### src/rtl/alu_interface.sv
// alu_interface: sequences bytes from a UART receiver into ALU operands
// (A, then B, then opcode), captures the ALU result and hands it to the
// UART transmitter, then waits for the transmitter to finish.
//
// Optional feature: define OPCODE_CHECK_EN to reject opcodes outside the
// supported ALU set. A rejected opcode leaves the opcode register alone,
// pulses op_error for one cycle and restarts the sequence at operand A.
// Without the macro every opcode is accepted and op_error stays 0.
//
// Handshake: rx_done and tx_done are single-cycle strobes with no
// back-pressure; a strobe is consumed only in the state that expects it
// and is silently dropped elsewhere. tx_start is a single-cycle request
// and tx_data stays stable until the next result is captured.
//
// state_dbg mirrors the FSM state for observation only.
module alu_interface #(
  parameter int NB_OPERANDO = 8,
  parameter int NB_OPCODE   = 6,
  parameter int NB_OUT      = 8,
  parameter int NB_DATA     = 8
) (
  input  logic                   clock,
  input  logic                   reset,
  input  logic [NB_DATA-1:0]     rx_data,
  input  logic                   rx_done,
  input  logic                   tx_done,
  input  logic [NB_OUT-1:0]      alu_out,
  output logic [NB_OPERANDO-1:0] dato_a,
  output logic [NB_OPERANDO-1:0] dato_b,
  output logic [NB_OPCODE-1:0]   opcode,
  output logic [NB_DATA-1:0]     tx_data,
  output logic                   tx_start,
  output logic                   op_error,
  output logic [2:0]             state_dbg
);

  typedef enum logic [2:0] {
    WAIT_A  = 3'd0,
    WAIT_B  = 3'd1,
    WAIT_OP = 3'd2,
    SEND    = 3'd3,
    WAIT_TX = 3'd4
  } state_t;

  state_t state;

  logic [NB_DATA-1:0] alu_byte;
  logic               op_ok;

  assign state_dbg = state;

  // Fit the ALU result into one serial byte: keep LSBs or zero-extend.
  generate
    if (NB_OUT >= NB_DATA) begin : g_trunc
      assign alu_byte = alu_out[NB_DATA-1:0];
    end else begin : g_zext
      assign alu_byte = {{(NB_DATA-NB_OUT){1'b0}}, alu_out};
    end
  endgenerate

`ifdef OPCODE_CHECK_EN
  // Opcode is legal when it names one of the ALU's eight operations.
  always_comb begin
    op_ok = 1'b0;
    case (rx_data[NB_OPCODE-1:0])
      NB_OPCODE'(6'b100000),
      NB_OPCODE'(6'b100010),
      NB_OPCODE'(6'b100100),
      NB_OPCODE'(6'b100101),
      NB_OPCODE'(6'b100110),
      NB_OPCODE'(6'b100111),
      NB_OPCODE'(6'b000011),
      NB_OPCODE'(6'b000010): op_ok = 1'b1;
      default:               op_ok = 1'b0;
    endcase
  end
`else
  assign op_ok = 1'b1;
`endif

  // Byte sequencer FSM with registered operand/result/strobe outputs.
  always_ff @(posedge clock) begin
    if (reset) begin
      state    <= WAIT_A;
      dato_a   <= '0;
      dato_b   <= '0;
      opcode   <= '0;
      tx_data  <= '0;
      tx_start <= 1'b0;
      op_error <= 1'b0;
    end else begin
      tx_start <= 1'b0;
      op_error <= 1'b0;
      case (state)
        WAIT_A: begin
          if (rx_done) begin
            dato_a <= rx_data[NB_OPERANDO-1:0];
            state  <= WAIT_B;
          end
        end
        WAIT_B: begin
          if (rx_done) begin
            dato_b <= rx_data[NB_OPERANDO-1:0];
            state  <= WAIT_OP;
          end
        end
        WAIT_OP: begin
          if (rx_done) begin
            if (op_ok) begin
              opcode <= rx_data[NB_OPCODE-1:0];
              state  <= SEND;
            end else begin
              op_error <= 1'b1;
              state    <= WAIT_A;
            end
          end
        end
        // One cycle so the ALU sees the freshly latched opcode.
        SEND: begin
          tx_data  <= alu_byte;
          tx_start <= 1'b1;
          state    <= WAIT_TX;
        end
        WAIT_TX: begin
          if (tx_done) begin
            state <= WAIT_A;
          end
        end
        default: state <= WAIT_A;
      endcase
    end
  end

endmodule

### config.mk
export PLATFORM = sky130hd
export DESIGN_NAME = alu_interface
export DESIGN_NICKNAME = d
export VERILOG_FILES = /design/src/rtl/alu_interface.sv
export SDC_FILE = /design/constraint.sdc
export NUM_CORES = 1
export LEC_CHECK = 0
export CORE_ASPECT_RATIO = 1.25
export CORE_MARGIN = 2
export CORE_UTILIZATION = 25
export DETAILED_ROUTE_END_ITERATION = 8
export GPL_ROUTABILITY_DRIVEN = 0
export PLACE_DENSITY = 0.62
export REMOVE_ABC_BUFFERS = 1
export SYNTH_ARGS = -nofsm -noshare
export SYNTH_HDL_FRONTEND = slang
export SYNTH_SLANG_ARGS = --single-unit
### constraint.sdc
create_clock -name clock -period 1.5 [get_ports clock]
set_clock_uncertainty 0.1 [all_clocks]
set_input_delay 0.45 -clock clock [delete_from_list [all_inputs] [get_ports clock]]
set_output_delay 0.45 -clock clock [all_outputs]
set_load 0.03 [all_outputs]
==> reports/qor.txt, run 1 <==
Yosys reg bits -> 34
Die Area -> 6420 um2
Setup crit end kind -> output port
Mapped Cells -> 136
Compound-Gate Fraction of Synth Area -> 1.38%
Share of layout cells above drive strength 1 -> 28.1%
Hold slack -> 371 ps
CP startpoint kind -> register
DP Worst Slack -> -353 ps
Post-DP HPWL -> 2230 um
Ordered list of cells on the worst path -> buf_4
Num ports -> 55
Sinks on Clock Net -> 34
# DRC -> 0
Largest net degree at the start of global routing -> 20
Worst Hold Class -> reg -> reg
# diodes -> 0
Clk network pwr share -> 35.0%
CP peak stage delay -> 410 ps
PortBufs -> 53
Gate power share -> 16.2%
1st-iter DRT viols -> 10
Net count reported at finish -> 215
Peak supply drop -> 0.508 mV
Num CTS Buffers -> 5
Slowest CP cell -> dfxtp_2
Max cap viols -> 0
CTS Buffer Depth -> 2
Sw Share -> 25.3%
Synth unique cells -> 17
Via/cell ratio -> 4.12
Pleak -> 0.000935 uW
Post-CTS Setup Inserts -> 0
DRT antenna net count -> 0
Gr usage total -> 10.4%
Global-route wire length before repair -> 5170 um
Die height -> 89.1 um
Final Max Tran Viols -> 0
CP Buf/Inv Count -> 1
Initial antenna violation count -> 0
Synth Area in Simple Gates -> 26.5%
Psw -> 499 uW
Later-pin clock latency in the skew report -> 280 ps
WS Path Type -> reg -> out
Total gr overflow -> 0
Fin crit period -> 1440 ps
Sequential area share after synthesis -> 47.0%
Final wirelength -> 3030 um
CTS tree -> yes
Critical-path maximum fanout -> 10
Setup violations, final -> 0
Mean post-synth cell area -> 10.7 um2
Site Rows -> 31
Vias in the first global route -> 1084
CTS Root Cell -> clkbuf_8
Layout Area Growth over Synthesis -> 45.9%
Pwr/cell area -> 934 nW/um2
Pint -> 1470 uW
Worst Path Required -> 950 ps
Synth Area in XOR/XNOR -> 0%
Synth area leaders -> dfxtp_1, mux2i_1, nand2b_1
Post-layout worst setup margin -> 65.0 ps
Seq pwr share -> 48.9%
Post-Synth Adder-Cell Area -> 0%
Wirelength per Cell -> 11.6 um
Vias -> 1080
Max Freq -> 697 MHz
Yosys top cell area share -> 47.0%
Final Hold Violating Endpoints -> 0
Cell taking the most area after synthesis -> dfxtp_1
Status -> completed
Synth warnings -> 0
Main combinational cell family by area after synthesis -> simple AND/OR/NAND/NOR gates
Htree depth -> 2
Worst-path clk slew -> 70 ps
Synthesized area -> 1450 um2
Die Wd -> 72.1 um
DR pass1 iterations -> 4
RSZ-0062 raised after global routing -> false
Mux cell area share after synthesis -> 20.7%
Critical path data arrival time -> 890 ps
Core area -> 5700 um2
Initial Util -> 25.4%
Crit path max-delay family -> flip-flops
Fin crit share -> 95.7%
-- cell usage in the layout (no fill, tap or decap) --
cell              n
nand2b_1         48
buf_4            42
dfxtp_1          31
mux2i_1          30
clkdlybuf4s50_1  18
clkbuf_8          6
nand3b_1          2
a211oi_1          2
nand4bb_1         2
buf_12            2
dfxtp_2           2
and3b_1           1
or3b_1            1
nor4b_2           1
or4b_1            1
a21oi_1           1
nor2_1            1
conb_1            1
clkbuf_1          1
clkinv_2          1
dlygate4sd2_1     1
dfxtp_4           1
-- worst min-delay path: stages (launching register included) --
cell and delay, ps:
dfxtp_1 310, nand2b_1 60, mux2i_1 50
-- routing by layer --
layer / wire length [um] / GRT usage [%]
met5: 0 / 0
met4: 44 / 4.12
met3: 194 / 3.38
met2: 1420 / 16.6
met1: 1370 / 13.0
-- synth_stat cells --
| cell | count |
|---|---|
| a211oi_1 | 2 |
| a21oi_1 | 1 |
| and3b_1 | 1 |
| buf_2 | 3 |
| buf_4 | 2 |
| buf_6 | 1 |
| clkbuf_1 | 5 |
| conb_1 | 1 |
| dfxtp_1 | 34 |
| mux2i_1 | 30 |
| nand2b_1 | 48 |
| nand3b_1 | 2 |
| nand4bb_1 | 2 |
| nor2_1 | 1 |
| nor4b_2 | 1 |
| or3b_1 | 1 |
| or4b_1 | 1 |
-- area by class of cell --
cell class                      instances  area [um2]
Fill cell                             573        3590
Multi-Input combinational cell         91         708
Sequential cell                        34         687
Timing Repair Buffer                   63         544
Clock buffer                            7        86.3
Tap cell                               66        82.6
Clock inverter                          1        5.00
-- cells by family (layout without fill, tap and decap cells) --
group           count (synthesis)  after routing
buf+inv                        11             71
mux                            30             30
other cells                     1              1
compound gates                  3              3
flops                          34             34
simple gates                   57             57
-- flip-flops by register name, summed over array words and instances, names as in the netlist --
register   count
state_dbg      3
tx_start       1
dato_b         8
opcode         6
tx_data        8
dato_a         8
-- per-stage QoR --
step / area (um2) / total power (uW) / instances / TNS [ps] / utilization, %
floorplan: 1390 / 1140 / 125 / -1780 / -
global placement: 2020 / 1310 / 254 / -6220 / 35.4
detailed placement: 2020 / 1310 / 254 / -7090 / 35.4
CTS: 2110 / 2020 / 262 / 0 / 37.0
global route: 2110 / 2080 / 262 / 0 / 37.1
finish: 2110 / 1970 / 262 / 0 / 37.1
-- path summary, 6_finish.rpt --
check | endpoint | depth (start not counted) | slack (ps) | startpoint
max | state_dbg[1] | 1 | 60 | state_dbg[1]$_SDFFE_PP0P_
min | tx_data[1]$_SDFFE_PP0P_ | 2 | 370 | tx_data[1]$_SDFFE_PP0P_
max reg2reg | dato_a[1]$_SDFFE_PP0P_ | 3 | 230 | state_dbg[2]$_SDFFE_PP0P_
min reg2reg | tx_data[1]$_SDFFE_PP0P_ | 2 | 370 | tx_data[1]$_SDFFE_PP0P_
-- what timing repair did --
| action | CTS | global route |
|---|---|---|
| hold buffers | 0 | 0 |
| pin swaps | 0 | 0 |
| resized for setup | 4 | 1 |
| endpoints found under the setup margin | 11 | 1 |
-- power groups by stage --
stage,sequential [uW],clock (uW),combinational (uW)
after floorplan,1050,0,97.4
final,965,690,319
after global placement,985,0,323
after detailed placement,985,0,325
after global routing,970,766,345
after CTS,966,725,325
No activity file was read; power rests on OpenSTA's default activity.
==> run 2: changes to the inputs <==
--- a/config.mk
+++ b/config.mk
@@ -5,12 +5,13 @@
 export SDC_FILE = /design/constraint.sdc
 export NUM_CORES = 1
 export LEC_CHECK = 0
+export ABC_AREA = 1
 export CORE_ASPECT_RATIO = 1.25
 export CORE_MARGIN = 2
 export CORE_UTILIZATION = 25
 export DETAILED_ROUTE_END_ITERATION = 8
 export GPL_ROUTABILITY_DRIVEN = 0
-export PLACE_DENSITY = 0.62
+export PLACE_DENSITY = 0.64
 export REMOVE_ABC_BUFFERS = 1
 export SYNTH_ARGS = -nofsm -noshare
 export SYNTH_HDL_FRONTEND = slang
==> constraint.sdc (replaced) <==
create_clock -name clock -period 1.4 [get_ports clock]
set_clock_uncertainty 0.1 [all_clocks]
set_input_delay 0.42 -clock clock [delete_from_list [all_inputs] [get_ports clock]]
set_output_delay 0.42 -clock clock [all_outputs]
set_load 0.03 [all_outputs]
==> reports/qor.txt, run 2 <==
WS Path Type -> reg -> out
# DRC -> 0
Register area -> 684 um2
Gr usage total -> 12.1%
# diodes -> 0
Most common cell in the netlist -> nand2_1
Setup crit end kind -> output port
Layout Area Growth over Synthesis -> 53.2%
Fin crit period -> 1370 ps
Htree depth -> 2
Multi-input logic area -> 562 um2
CTS tree -> yes
Ys async rst share -> 0%
Largest net degree at the start of global routing -> 18
PortBufs -> 53
CTS Hold Buffers Added -> 0
Largest regs -> dato_a x8, dato_b x8, tx_data x8
Crit path launch -> state_dbg[1]$_SDFFE_PP0P_
Final wirelength -> 3450 um
Worst Hold Class -> reg -> reg
DRT antenna net count -> 0
Share of layout cells above drive strength 1 -> 30.3%
Ys flop type -> dfxtp_1
Commonest cells in the synthesized netlist -> nand2_1, dfxtp_1, a21oi_1, nand4_1, nand3_1
Die Area -> 5890 um2
Yosys reg bits -> 34
Final Hold Violating Endpoints -> 0
Final Max Tran Viols -> 0
CTS Buffer Depth -> 2
Max cap viols -> 0
RSZ-0062 raised after global routing -> true
Tot Pwr -> 2290 uW
Critical-path maximum fanout -> 2
Peak supply drop -> 0.612 mV
Later-pin clock latency in the skew report -> 280 ps
Vias in the first global route -> 1254
Layout fillers -> 548
Util after Layout -> 39.9%
Synth area leaders -> dfxtp_1, nand2_1, a21oi_1
Setup TNS -> 0 ps
Post-synth EDFFs -> 0
Setup violations, final -> 0
Num ports -> 55
Yosys top cell area share -> 51.5%
Mapped Cells -> 166
Status -> completed
Die height -> 85.3 um
1st-iter DRT viols -> 67
Most frequent cells in the layout -> nand2_1, buf_4, a21oi_1
Net count reported at finish -> 250
Placement-stage cell area -> 1880 um2
Most common cell after layout, fill and taps aside -> nand2_1
Initial Util -> 26.0%
Worst Path Required -> 880 ps
Pleak -> 0.000817 uW
Sequential area share after synthesis -> 51.5%
Site Rows -> 29
Initial antenna violation count -> 0
Pwr/cell area -> 1130 nW/um2
Vias -> 1320
Num CTS Buffers -> 5
Mean post-synth cell area -> 7.97 um2
Synthesized area -> 1320 um2
Post-DP HPWL -> 2590 um
Hold Path Origin -> dato_a[6]$_SDFFE_PP0P_
Worst-path clk slew -> 70 ps
Via/cell ratio -> 4.51
DR pass1 iterations -> 4
Synth warnings -> 0
Total gr overflow -> 0
Hold slack -> 363 ps
Global-route wire length before repair -> 5710 um
Critical path data arrival time -> 850 ps
Max Freq -> 731 MHz
Sinks on Clock Net -> 34
Cell taking the most area after synthesis -> dfxtp_1
Fin crit share -> 97.8%
Fin area -> 2030 um2
FF-to-FF Start -> state_dbg[1]$_SDFFE_PP0P_
Wirelength per Cell -> 11.8 um
Core area -> 5080 um2
CTS Root Cell -> clkbuf_8
Die Wd -> 69.1 um
CP startpoint kind -> register
Synth unique cells -> 18
[run 2: cell count changes after synthesis, sizes merged, moves of 8 or more]
cell,previous run,this run
mux2i,30,0
nand2b,48,0
nand4,0,14
nand2,0,52
inv,0,8
a21oi,1,33
[run 2: repair_timing]
item	CTS	global route
setup endpoints to repair	14	24
resized for setup	6	5
gates cloned	1	0
pin swaps	1	0
hold endpoints to repair	0	0
setup buffers	1	0
[run 2: metrics by stage]
step,cells,worst slack [ps]
global route,293,-3.65
global placement,283,-309
floorplan,155,-440
CTS,293,9.13
detailed placement,283,-323
finish,293,31.3
[run 2: critical path, stage by stage (launching register included)]
cell and delay [ps]:
dfxtp_2 330, buf_6 110, buf_6 130
[run 2: cell families (layout without fill, tap and decap cells)]
kind of cell | after synthesis | in the layout | synth area share (%)
other | 1 | 1 | 0.284
AND/OR/NAND/NOR | 79 | 80 | 27.6
flip-flops | 34 | 34 | 51.5
AO/OA/AOI/OAI | 33 | 33 | 12.8
buffers and inverters | 19 | 83 | 7.85
[run 2: area by class of cell]
| cell class | instances | share of cell area [%] |
|---|---|---|
| clock inverter | 2 | 0.618 |
| tap | 62 | 3.83 |
| clock buffer | 6 | 4.08 |
| sequential | 34 | 33.8 |
| inverter | 8 | 1.48 |
| timing repair buffer | 67 | 28.5 |
| multi-input combinational | 114 | 27.7 |
[run 2: worst paths after layout]
check | end | slack, ps | cells after the start
hold reg to reg | dato_a[6]$_SDFFE_PP0P_ | 360 | 2
setup / recovery | state_dbg[1] | 30 | 2
hold / removal | dato_a[6]$_SDFFE_PP0P_ | 360 | 2
setup reg to reg | state_dbg[0]$_SDFFE_PP0P_ | 160 | 8
[run 2: per-layer routing]
metal | share of wire [%] | track usage, % | vias up | wire [um]
met5 | 0 | 0 | - | 0
met1 | 45 | 13.8 | 574 | 1570
li1 | - | - | 686 | -
met3 | 8.4 | 4.63 | 5 | 291
met4 | 1.3 | 4.28 | 0 | 46
met2 | 45 | 20.5 | 55 | 1550
[run 2: power breakdown]
part           total, uW  internal [uW]  switching (uW)
Clock                751            395             356
Combinational        493            202             291
Sequential          1050           1020            30.4
